`src/rtl/instr_fetch_unit.sv`:
```
// Instruction fetch unit: one outstanding word-indexed memory request, a single
// instruction holding register towards the decoder, redirect handling and request timeout.
module instr_fetch_unit #(
    parameter logic [31:0] RESET_PC = 32'h0,
    parameter int unsigned TIMEOUT  = 255
) (
    input  logic        clk,
    input  logic        rst,
    input  logic        j_signal,
    input  logic [31:0] jump,
    input  logic        stall,
    output logic        imem_req,
    output logic [31:0] imem_addr,
    input  logic        imem_ack,
    input  logic [31:0] imem_rdata,
    output logic [31:0] instr,
    output logic [31:0] pc_out,
    output logic        instr_valid,
    output logic        fetch_err
);

    localparam int unsigned CNT_W = (TIMEOUT < 2) ? 1 : $clog2(TIMEOUT + 1);
    localparam logic [CNT_W-1:0] WAIT_LAST = CNT_W'(TIMEOUT - 1);

    typedef enum logic [1:0] {
        FETCH = 2'd0,
        HOLD  = 2'd1,
        DRAIN = 2'd2
    } state_t;

    state_t           state_q, state_d;
    logic [31:0]      fetch_pc_q, fetch_pc_d;
    logic [31:0]      redirect_pc_q, redirect_pc_d;
    logic [CNT_W-1:0] wait_cnt_q, wait_cnt_d;
    logic [31:0]      instr_q, instr_d;
    logic [31:0]      pc_out_q, pc_out_d;
    logic             instr_valid_q, instr_valid_d;
    logic             fetch_err_q, fetch_err_d;
    logic             wait_hit;

    always_ff @(posedge clk) begin
        if (rst) begin
            state_q       <= FETCH;
            fetch_pc_q    <= RESET_PC;
            redirect_pc_q <= '0;
            wait_cnt_q    <= '0;
            instr_q       <= '0;
            pc_out_q      <= '0;
            instr_valid_q <= 1'b0;
            fetch_err_q   <= 1'b0;
        end else begin
            state_q       <= state_d;
            fetch_pc_q    <= fetch_pc_d;
            redirect_pc_q <= redirect_pc_d;
            wait_cnt_q    <= wait_cnt_d;
            instr_q       <= instr_d;
            pc_out_q      <= pc_out_d;
            instr_valid_q <= instr_valid_d;
            fetch_err_q   <= fetch_err_d;
        end
    end

    // Timeout fires on the waiting cycle that would bring the counter to TIMEOUT.
    assign wait_hit = (wait_cnt_q == WAIT_LAST);

    always_comb begin
        state_d       = state_q;
        fetch_pc_d    = fetch_pc_q;
        redirect_pc_d = redirect_pc_q;
        wait_cnt_d    = wait_cnt_q;
        instr_d       = instr_q;
        pc_out_d      = pc_out_q;
        instr_valid_d = instr_valid_q;
        fetch_err_d   = fetch_err_q;

        case (state_q)
            FETCH: begin
                if (imem_ack) begin
                    wait_cnt_d = '0;
                    if (j_signal) begin
                        fetch_pc_d = jump;
                    end else begin
                        instr_d       = imem_rdata;
                        pc_out_d      = fetch_pc_q;
                        instr_valid_d = 1'b1;
                        fetch_pc_d    = fetch_pc_q + 32'd1;
                        state_d       = HOLD;
                    end
                end else if (wait_hit) begin
                    fetch_err_d = 1'b1;
                    wait_cnt_d  = '0;
                    if (j_signal) begin
                        fetch_pc_d = jump;
                    end
                end else begin
                    wait_cnt_d = wait_cnt_q + CNT_W'(1);
                    if (j_signal) begin
                        redirect_pc_d = jump;
                        state_d       = DRAIN;
                    end
                end
            end
            DRAIN: begin
                // A stale request that times out is abandoned, not retried: its data is unwanted.
                if (imem_ack || wait_hit) begin
                    wait_cnt_d = '0;
                    fetch_pc_d = j_signal ? jump : redirect_pc_q;
                    state_d    = FETCH;
                    if (!imem_ack) begin
                        fetch_err_d = 1'b1;
                    end
                end else begin
                    wait_cnt_d = wait_cnt_q + CNT_W'(1);
                    if (j_signal) begin
                        redirect_pc_d = jump;
                    end
                end
            end
            HOLD: begin
                wait_cnt_d = '0;
                if (j_signal) begin
                    instr_valid_d = 1'b0;
                    fetch_pc_d    = jump;
                    state_d       = FETCH;
                end else if (!stall) begin
                    instr_valid_d = 1'b0;
                    state_d       = FETCH;
                end
            end
            default: begin
                state_d = FETCH;
            end
        endcase
    end

    assign imem_req    = (state_q != HOLD);
    assign imem_addr   = fetch_pc_q;
    assign instr       = instr_q;
    assign pc_out      = pc_out_q;
    assign instr_valid = instr_valid_q;
    assign fetch_err   = fetch_err_q;

endmodule

```
`config.mk`:
```
export PLATFORM = sky130hd
export DESIGN_NAME = instr_fetch_unit
export DESIGN_NICKNAME = d
export VERILOG_FILES = /design/src/rtl/instr_fetch_unit.sv
export SDC_FILE = /design/constraint.sdc
export NUM_CORES = 1
export LEC_CHECK = 0
export BUFFER_PORTS_ARGS = -buffer_cell sky130_fd_sc_hd__buf_4
export CAP_MARGIN = 20
export CORE_AREA = 5 5 136 138
export DETAILED_ROUTE_END_ITERATION = 7
export DIE_AREA = 0 0 141 143
export GPL_TIMING_DRIVEN = 1
export PLACE_DENSITY = 0.6
export SLEW_MARGIN = 15
export SYNTH_ARGS = -nofsm -noshare
export SYNTH_HDL_FRONTEND = slang
export SYNTH_SLANG_ARGS = --single-unit
```
`constraint.sdc`:
```
create_clock -name clk -period 2.3 [get_ports clk]
set_input_delay 0.23 -clock clk [delete_from_list [all_inputs] [get_ports clk]]
set_output_delay 0.23 -clock clk [all_outputs]
set_load 0.02 [all_outputs]
```
After elaboration in Yosys (flattened, before gate mapping) --
Cells that the tools add are included.
Operators by class: reduce and logical (&&, ||, !) cells 11, add/subtract/negate cells 2, mux-type cells 33, equality and inequality tests 17, bitwise logic cells 1
Operators by type and width (count):
- $mux W32 | 9
- $pmux W32 S3 | 1
- $pmux W32 S2 | 1
- $add A32 B1 Y32 const B | 1
- $mux W8 | 3
- $pmux W8 S3 | 1
- $ne A2 B2 Y1 const B | 8
- $ne A3 B3 Y1 const B | 5
- $mux W2 | 7
- $reduce_and A5 Y1 | 2
- $add A8 B1 Y8 const B | 1
- $eq A8 B8 Y1 const B | 1
- $mux W1 | 8
- $reduce_and A4 Y1 | 2
- $pmux W2 S3 | 1
- $reduce_and A3 Y1 | 2
- $pmux W1 S2 | 2
- $reduce_bool A2 Y1 | 2
- $reduce_bool A3 Y1 | 1
- $eq A2 B1 Y1 const B | 1
- $eq A2 B2 Y1 const B | 1
- $logic_not A2 Y1 | 1
- $ne A2 B1 Y1 const B | 1
- $logic_or A1 B1 Y1 | 1
- $not A1 Y1 | 1
Word-level totals: output and inout port bits 99, register bits 140, logic and storage cells 72

Logic depth before layout (Yosys ltp) --
Gate-level depths: netlist (run 1).
depth after elaboration 4, gate-level depth with buffers 11

Worst setup path before layout (run 1) --
Ideal clock, no wire load.
path type register to register, start reg fetch_pc_q[0] (netlist: imem_addr[0]), end reg fetch_pc_q[14] (netlist: imem_addr[14]), data arrival time 2.046 ns, library setup time 0.133 ns, required time 2.167 ns, path buffers 0, stages on the path, launching flop included 8, setup slack 0.120 ns, path through dfxtp_1 > ha_1 > nand3_1 > nor4_2 > nand4_1 > or4_1 > a31oi_1 > nor3_1
Between the ends: cells in the longest elaborated chain, start to end 4
Ends and longest elaborated chain:
- start: declaration | line 32 | logic [31:0] fetch_pc_q, fetch_pc_d;
- start signal: assignment | line 53 | fetch_pc_q <= fetch_pc_d;
- $add A32 B1 Y32 | line 86 | fetch_pc_d = fetch_pc_q + 32'd1;
- $mux W32 | line 80 | if (j_signal) begin
- $mux W32 | line 78 | if (imem_ack) begin
- $pmux W32 S3 | line 76 | case (state_q)
Every way passes these cells. A chain may end at the register's enable or synchronous reset.

Final worst setup path (run 1) --
start reg state_q[0], end reg fetch_pc_q[2] (netlist: imem_addr[2])
Between the ends: cells in the longest elaborated chain, start to end 3, elaborated cells between the ends (all ways) 8, classes of those cells eq/ne (4); mux (1); reduce/logical (3)
Ends and longest elaborated chain:
- start: declaration | line 31 | state_t state_q, state_d;
- start signal: assignment | line 52 | state_q <= state_d;
- $eq A2 B2 Y1, or another cell as far along | line 76
- $ne A2 B2 Y1 (no source line), or another cell as far along
- $reduce_and A3 Y1 (no source line)
Several ways; a longest one is shown, not always the timed one.

==> metrics.txt, run 1 <==
final WL 24.5 mm; vias roughly 7400; startpoint types flip-flop; global-route usage over all layers 23.6%; hpwl dp roughly 17 mm; cell count after synthesis 902; Synth area leaders dfxtp_1 42%, nand2_1 13%, a21oi_1 11%, nor2_1 2.8%, clkbuf_1 2.5%; Hold Crit Depth 3; via-per-instance ratio 5.56; first-pass GRT wire length 37.9 mm; CTS tree built; largest net degree at the start of global routing 126; Max stage delay on crit path 530 ps; fmax 0.449 GHz; syn avg cell area between 7 and 8 sq um; peak fanout along the critical path 35; Leak 3.66 nW; clk buf depth 2; # rows between 40 and 50; worst r2r dst imem_addr[2]$_SDFFE_PP0P_; # setup viols final 0; Post-Synth Simple-Gate Area 23.7%; Crit path buffers/inverters 2; syn nets between 900 and 1000; delay-heaviest family, CP compound AO/OA/AOI/OAI gates; FFs w/ async S/R, synth 0%; routability congestion estimate from global placement approximately 0.94; # clock sinks between 100 and 150; core area approximately 0.017 sq mm; slew at the pin closest to its max-slew limit 703 ps; crit-path cells inv_1 -> ha_1 -> buf_12 -> nor2_1 -> a21oi_1 -> a21oi_1 -> o21ai_0 -> o21ai_0 -> nor2_1; initial core utilization 39.6%; Die ar. 0.0202 sq mm; Die Span X 141 um; Max-cap violations 0; drt initial violations 704; vias in the first global route slightly below 7000; Netlist cell types 63; CP required 2640 ps; number of synthesized flops with an enable pin 0; Pre-Repair DR Iteration Count 5; postcts setup bufs 0; dominant synthesized flop cell dfxtp_1; Power Dens Cells 788 mW/mm^2; final critical-path required period approximately 2200 ps; Period Utilization, post-route 96.9%; sequential share of the synthesized area approximately 42%; final core utilization a little over half; share of cells above drive strength 1 27.0%; area grow syn2layout 36.2%; wire per inst between 15 and 20 um; worst hold start imem_rdata[22]; Yosys reg bits 140; Slew headroom 53.2%; initial antenna violation count 0; Sum Neg Setup Slack 0 ps; R2R depth 9; Reg clk slew, reported paths 60 ps; Fill cells 1715; RSZ-0062 raised after global routing no; Hold Vio Cnt, Final 0; Yosys Warn Count 0; Worst R2R Start state_q[0]$_SDFFE_PP0P_; Hold EP instr[22]$_SDFFE_PP0P_; post-synthesis xor/xnor area fraction 1.30%; Worst-Skew Late Latency 420 ps; CP endpoint kind flip-flop; GRT overflow 0; Max Slew Vio Count 0; compound-cell area share of the yosys netlist between 20 and 30%; mux cell area share after synthesis 0.742%; CTS Hold Buffers Added 0; Netlist Area Pre-Place 0.00675 sq mm; chip height around 140 um; CP arrival 2570 ps; adder-cell share of the synthesized area about 1.3%; Slowest cell on crit path a21oi_1; Worst IR Drop VDD ~0.54 mV; post_cts resized 0; DRC 0; top cell type's share of synthesized area 41.5%; ANT cells 0; worst hold path type primary input to flip-flop; Crit Path Class flip-flop to flip-flop; Worst Skew 6.26 ps; final net count 1164; status complete, no violations; CTS root buffer clkbuf_16; Port Buffers 167; largest family of logic cells by synthesized area compound AO/OA/AOI/OAI gates; ANT nets after route 0; cell taking the most area after synthesis dfxtp_1; Ports 168; Num CTS Buffers 17; Reg2Reg Setup Slack 70 ps; # H-tree levels 4
-- power breakdown --
group          leakage [nW]  switching [mW]  internal, mW
registers              1.14           0.140          2.59
logic                  2.24            1.07         0.730
clock network         0.275            1.07          1.65
-- layer usage --
metal	track usage [%]	up-vias	part of all wire, %	wire, um
met5	0	-	0	0
met4	8.62	0	3.0	745
met3	4.15	54	7.1	1730
met2	39.3	330	49	11900
met1	30.9	3444	41	10100
li1	-	3533	-	-
-- worst register-to-register path: cells and delay by family, from the launching register on --
kind	cells	cell delay (ps)
AO/OA/AOI/OAI	4	1020
adder cells (fa/ha/maj)	1	250
buffers and inverters	2	350
flip-flops	1	330
AND/OR/NAND/NOR	2	220
-- worst max path at each step --
stage	start	end	slack, ps	cells after the start
floorplan	imem_addr[0]$_SDFFE_PP0P_	imem_addr[14]$_SDFFE_PP0P_	120	7
global route	state_q[0]$_SDFFE_PP0P_	imem_addr[2]$_SDFFE_PP0P_	8	9
global placement	imem_addr[15]$_SDFFE_PP0P_	imem_addr[21]$_SDFFE_PP0P_	190	6
CTS	state_q[1]$_SDFFE_PP0P_	imem_addr[31]$_SDFFE_PP0P_	130	9
detailed placement	state_q[1]$_SDFFE_PP0P_	imem_addr[23]$_SDFFE_PP0P_	210	8
finish	state_q[0]$_SDFFE_PP0P_	imem_addr[2]$_SDFFE_PP0P_	70	9
-- registers in the layout, indices dropped and copies added (netlist names) --
| register | flops |
|---|---|
| pc_out | 32 |
| wait_cnt_q | 8 |
| state_q | 2 |
| redirect_pc_q | 32 |
| imem_addr | 32 |
| fetch_err | 1 |
| instr | 32 |
| instr_valid | 1 |
-- synthesized netlist by cell type, types with 3 or more instances --
| cell | n |
|---|---|
| a211oi_1 | 9 |
| a21oi_1 | 155 |
| a221o_1 | 7 |
| a221oi_1 | 8 |
| a22oi_1 | 15 |
| a2bb2oi_1 | 3 |
| a31oi_1 | 5 |
| buf_1 | 11 |
| buf_2 | 10 |
| buf_4 | 7 |
| clkbuf_1 | 45 |
| dfxtp_1 | 140 |
| ha_1 | 7 |
| inv_1 | 12 |
| mux2i_1 | 5 |
| nand2_1 | 235 |
| nand3_1 | 22 |
| nand4_1 | 13 |
| nor2_1 | 50 |
| nor2b_1 | 4 |
| nor3_1 | 15 |
| nor4_1 | 3 |
| o211ai_1 | 4 |
| o21a_1 | 3 |
| o21ai_0 | 33 |
| o21ai_1 | 3 |
| o221a_2 | 6 |
| o22ai_1 | 11 |
| or2_2 | 3 |
| or3_1 | 4 |
| or4_1 | 3 |
| xnor2_1 | 5 |
| xor2_1 | 5 |
-- cell usage in the layout, fill, tap and decap left out, drive strengths merged, types with 6 or more instances in the layout --
cell    synthesis  routed
o21ai          36      36
nor4            6       6
nand4          13      13
nor3           16      16
nor2           50      50
nand2         236     236
a22oi          15      15
a221oi          8       8
ha              7       7
inv            12      13
o22ai          11      11
o221a           6       6
a221o           7       7
dfxtp         140     140
clkbuf         46      21
a211oi         10      10
a21oi         155     155
nand3          24      24
buf            28     241
-- stage by stage --
stage               instances  power, mW  worst slack, ps  area (sq um)  hold WS, ps
floorplan                 902       3.75              120          6750          366
global placement         1294       4.56              193          8620          443
detailed placement       1294       4.57              206          8620          447
CTS                      1325       7.28              128          9190         40.6
global route             1325       7.56             7.54          9190         45.5
finish                   1325       7.24             70.4          9190         56.5
-- kinds of logic (layout without fill, tap and decap cells) --
family,count (synthesis),count (layout)
AOI/OAI and AO/OA,286,286
DFF,140,140
buffers and inverters,87,285
and+or+nand+nor,367,367
adders and majority gates,7,7
xor gates and xnor gates,10,10
muxes,5,5
-- layout make-up --
class | instances | area, sq um | share of cell area (%)
repair buffers | 241 | 1880 | 20.5
multi-input cells | 675 | 3600 | 39.2
inverters | 13 | 48.8 | 0.531
clock buffers | 21 | 460 | 5.01
well taps | 225 | 282 | 3.06
flip-flops and latches | 140 | 2800 | 30.5
clock inverters | 10 | 115 | 1.25
(Power assumes the default switching activity.)
==> run 2, diff against run 1 <==
--- a/config.mk
+++ b/config.mk
@@ -5,13 +5,14 @@
 export SDC_FILE = /design/constraint.sdc
 export NUM_CORES = 1
 export LEC_CHECK = 0
+export ABC_AREA = 1
 export BUFFER_PORTS_ARGS = -buffer_cell sky130_fd_sc_hd__buf_4
 export CAP_MARGIN = 20
-export CORE_AREA = 5 5 136 138
+export CORE_AREA = 2 2 141 143
 export DETAILED_ROUTE_END_ITERATION = 7
-export DIE_AREA = 0 0 141 143
+export DIE_AREA = 0 0 143 145
 export GPL_TIMING_DRIVEN = 1
-export PLACE_DENSITY = 0.6
+export PLACE_DENSITY = 0.59
 export SLEW_MARGIN = 15
 export SYNTH_ARGS = -nofsm -noshare
 export SYNTH_HDL_FRONTEND = slang
==> run 2 against run 1 <==
  * Final cell count is 17% higher
  * Synthesized cell count rose by 26%
  * Clock skew up 3.2 ps
  * Maximum frequency rose by 2.0%
  * Via count up 12%
  * Largest cell class unchanged
  * Non-clock buffer count fell by 44
  * First-iteration DRC count shrank 14%
  * Largest power group is now the clock network
  * Global-route usage up 1.1 points
==> metrics.txt, run 2 <==
status complete, no violations; Synth area leaders dfxtp_1 37%, nand2_1 13%, nor2_1 9.4%, o21ai_0 7.8%, a21oi_1 4.8%; final net count 1356 (+16%); syn avg cell area 6.65 sq um (-11%); CTS root buffer clkbuf_16; Worst IR Drop VDD 0.457 mV (-16%); Leak 4.21 nW (+15%); R2R depth 8 (-1); vias 8275 (+12%); Worst Skew 9.44 ps (+3.19 ps); startpoint types flip-flop; Slew headroom 60.3% (+7.2 points); Pre-Repair DR Iteration Count 5 (unchanged); capture point of the critical path imem_req; CP arrival 1960 ps (-610 ps); final WL 25.8 mm (+5.5%); Port Buffers 167 (unchanged); # H-tree levels 4 (unchanged); core area 0.0192 sq mm (+13%); # rows 51 (+6.3%); final non-filler cell total 1556 (+17%); Netlist cell types 48 (-24%); drt initial violations 603 (-14%); Worst-Skew Late Latency 420 ps (about the same); Reg clk slew, reported paths 60 ps (about the same); chip height 145 um (+1.4%); Worst R2R Start state_q[0]$_SDFFE_PP0P_; post_cts resized 0 (unchanged); RSZ-0062 raised after global routing no; Die Span X 143 um (+1.4%); hpwl dp 18.2 mm (+3.9%); Hold Vio Cnt, Final 0 (unchanged); Synth top cells by count 264 x nand2_1, 190 x nor2_1, 140 x dfxtp_1; worst r2r dst imem_addr[11]$_SDFFE_PP0P_; switching power 2.27 mW (-0.35%); Logic pwr share 22.1% (-2.7 points); clk buf depth 2 (unchanged); vias in the first global route 7642 (+12%); Clk pwr share 39.8% (+2.3 points); Ports 168 (unchanged); Num CTS Buffers 17 (unchanged); largest net degree at the start of global routing 85 (-33%); Die ar. 0.0207 sq mm (+2.8%); CTS tree built; cell taking the most area after synthesis dfxtp_1; slew at the pin closest to its max-slew limit 595 ps (-108 ps); Max-cap violations 0 (unchanged); top-count cell post-synth nand2_1; FFs w/ async S/R, synth 0% (unchanged); first-pass GRT wire length 40.8 mm (+7.7%); Sw Ratio 30.5% (-0.88 points); GRT overflow 0 (unchanged); register share of total power 38.1% (+0.4 points); initial core utilization 39.3% (-0.25 points); final critical-path required period 2190 ps (-44.0 ps); cell count after synthesis 1136 (+26%); postcts setup bufs 0 (unchanged); peak fanout along the critical path 17 (-51%); Final Total Pwr 7.43 mW (+2.5%); # setup viols final 0 (unchanged); Period Utilization, post-route 95.0% (-1.9 points); Yosys reg bits 140 (unchanged); fmax 0.458 GHz (+2.0%); ANT nets after route 0 (unchanged); number of synthesized flops with an enable pin 0 (unchanged); Reg2Reg Setup Slack 370 ps (+300 ps); CTS Hold Buffers Added 0 (unchanged); ANT cells 0 (unchanged); via-per-instance ratio 5.32 (-4.3%); CP endpoint kind output pin; Max Slew Vio Count 0 (unchanged); wire per inst 16.6 um (-10%); Netlist Area Pre-Place 0.00755 sq mm (+12%); routability congestion estimate from global placement 0.894 (-5.3%); Yosys Warn Count 0 (unchanged); Placed Cells 1526 (+18%); top cell type's share of synthesized area 37.1% (-4.4 points); Sum Neg Setup Slack 0 ps (unchanged); # clock sinks 140 (unchanged); Power Dens Cells 762 mW/mm^2 (-3.4%); sequential share of the synthesized area 37.1% (-4.4 points); dominant synthesized flop cell dfxtp_1; most common cell after layout, fill and taps aside nand2_1; highest-count cells in the layout ignoring fill and taps 264 x nand2_1, 191 x buf_4, 190 x nor2_1; initial antenna violation count 0 (unchanged); Critical Path Start state_q[0]$_SDFFE_PP0P_; Crit Path Class flip-flop to output pin; DRC 0 (unchanged); P_int 5.16 mW (+3.8%); area grow syn2layout 29.2%; global-route usage over all layers 24.7% (+1.1 points); share of cells above drive strength 1 20.1% (-6.9 points); CP required 2070 ps (-570 ps); worst hold path type primary input to flip-flop; syn nets 1212 (+24%)
## run 2: through the flow
| stage | hold WS, ps | worst slack, ps | utilization (%) | instance area (sq um) |
|---|---|---|---|---|
| finish | 32.4 | 114 | 50.8 | 9750 |
| global route | 29.9 | 4.61 | 50.8 | 9750 |
| CTS | 18.8 | 117 | 50.8 | 9750 |
| detailed placement | 457 | 380 | 47.5 | 9120 |
| global placement | 450 | 412 | 47.5 | 9120 |
| floorplan | 365 | 505 | - | 7550 |
## run 2: power by group through the flow
stage          sequential (mW)  clock [mW]  combinational, mW
5_1_grt                   2.86        3.09               1.80
3_3_place_gp              2.88           0               1.62
3_5_place_dp              2.88           0               1.64
2_1_floorplan             3.02           0              0.804
6_report                  2.83        2.95               1.64
4_1_cts                   2.83        3.00               1.64
## run 2: metal layers
metal / routed length (um) / share of wire, % / global-route usage (%) / vias to the layer above
li1: - / - / - / 4117
met1: 11100 / 43 / 31.3 / 3825
met2: 12100 / 47 / 40.6 / 283
met3: 1510 / 5.9 / 4.55 / 50
met4: 1040 / 4.0 / 11.0 / 0
met5: 0 / 0 / 0 / -
## run 2: cells by family after synthesis
kind of cell	count (synthesis)	synth area share, %
AND/OR/NAND/NOR	544	30.1
XOR/XNOR	7	0.812
flip-flops	140	37.1
adder cells (fa/ha/maj)	7	1.16
AO/OA/AOI/OAI	297	23.0
buffers and inverters	141	7.76
## run 2: final cells by class
type | instances | area (sq um)
repair buffers | 197 | 1550
flip-flops and latches | 140 | 2800
inverters | 69 | 259
clock inverters | 10 | 165
fillers | 1964 | 9460
multi-input cells | 855 | 4170
clock buffers | 20 | 467
well taps | 265 | 332
## run 2: critical path, stage by stage, from the launching register on
cell and delay [ps]:
dfxtp_1 470, ha_1 560, inv_1 90, buf_4 230, buf_4 180
## run 2: how the worst min path moves through the flow
stage | from | to | slack [ps] | depth (start not counted)
floorplan | imem_rdata[0] | instr[0]$_SDFFE_PP0P_ | 360 | 2
global placement | imem_rdata[16] | instr[16]$_SDFFE_PP0P_ | 450 | 3
detailed placement | pc_out[27]$_SDFFE_PP0P_ | pc_out[27]$_SDFFE_PP0P_ | 460 | 2
CTS | imem_rdata[29] | instr[29]$_SDFFE_PP0P_ | 20 | 3
global route | imem_rdata[19] | instr[19]$_SDFFE_PP0P_ | 30 | 3
finish | imem_rdata[24] | instr[24]$_SDFFE_PP0P_ | 30 | 3
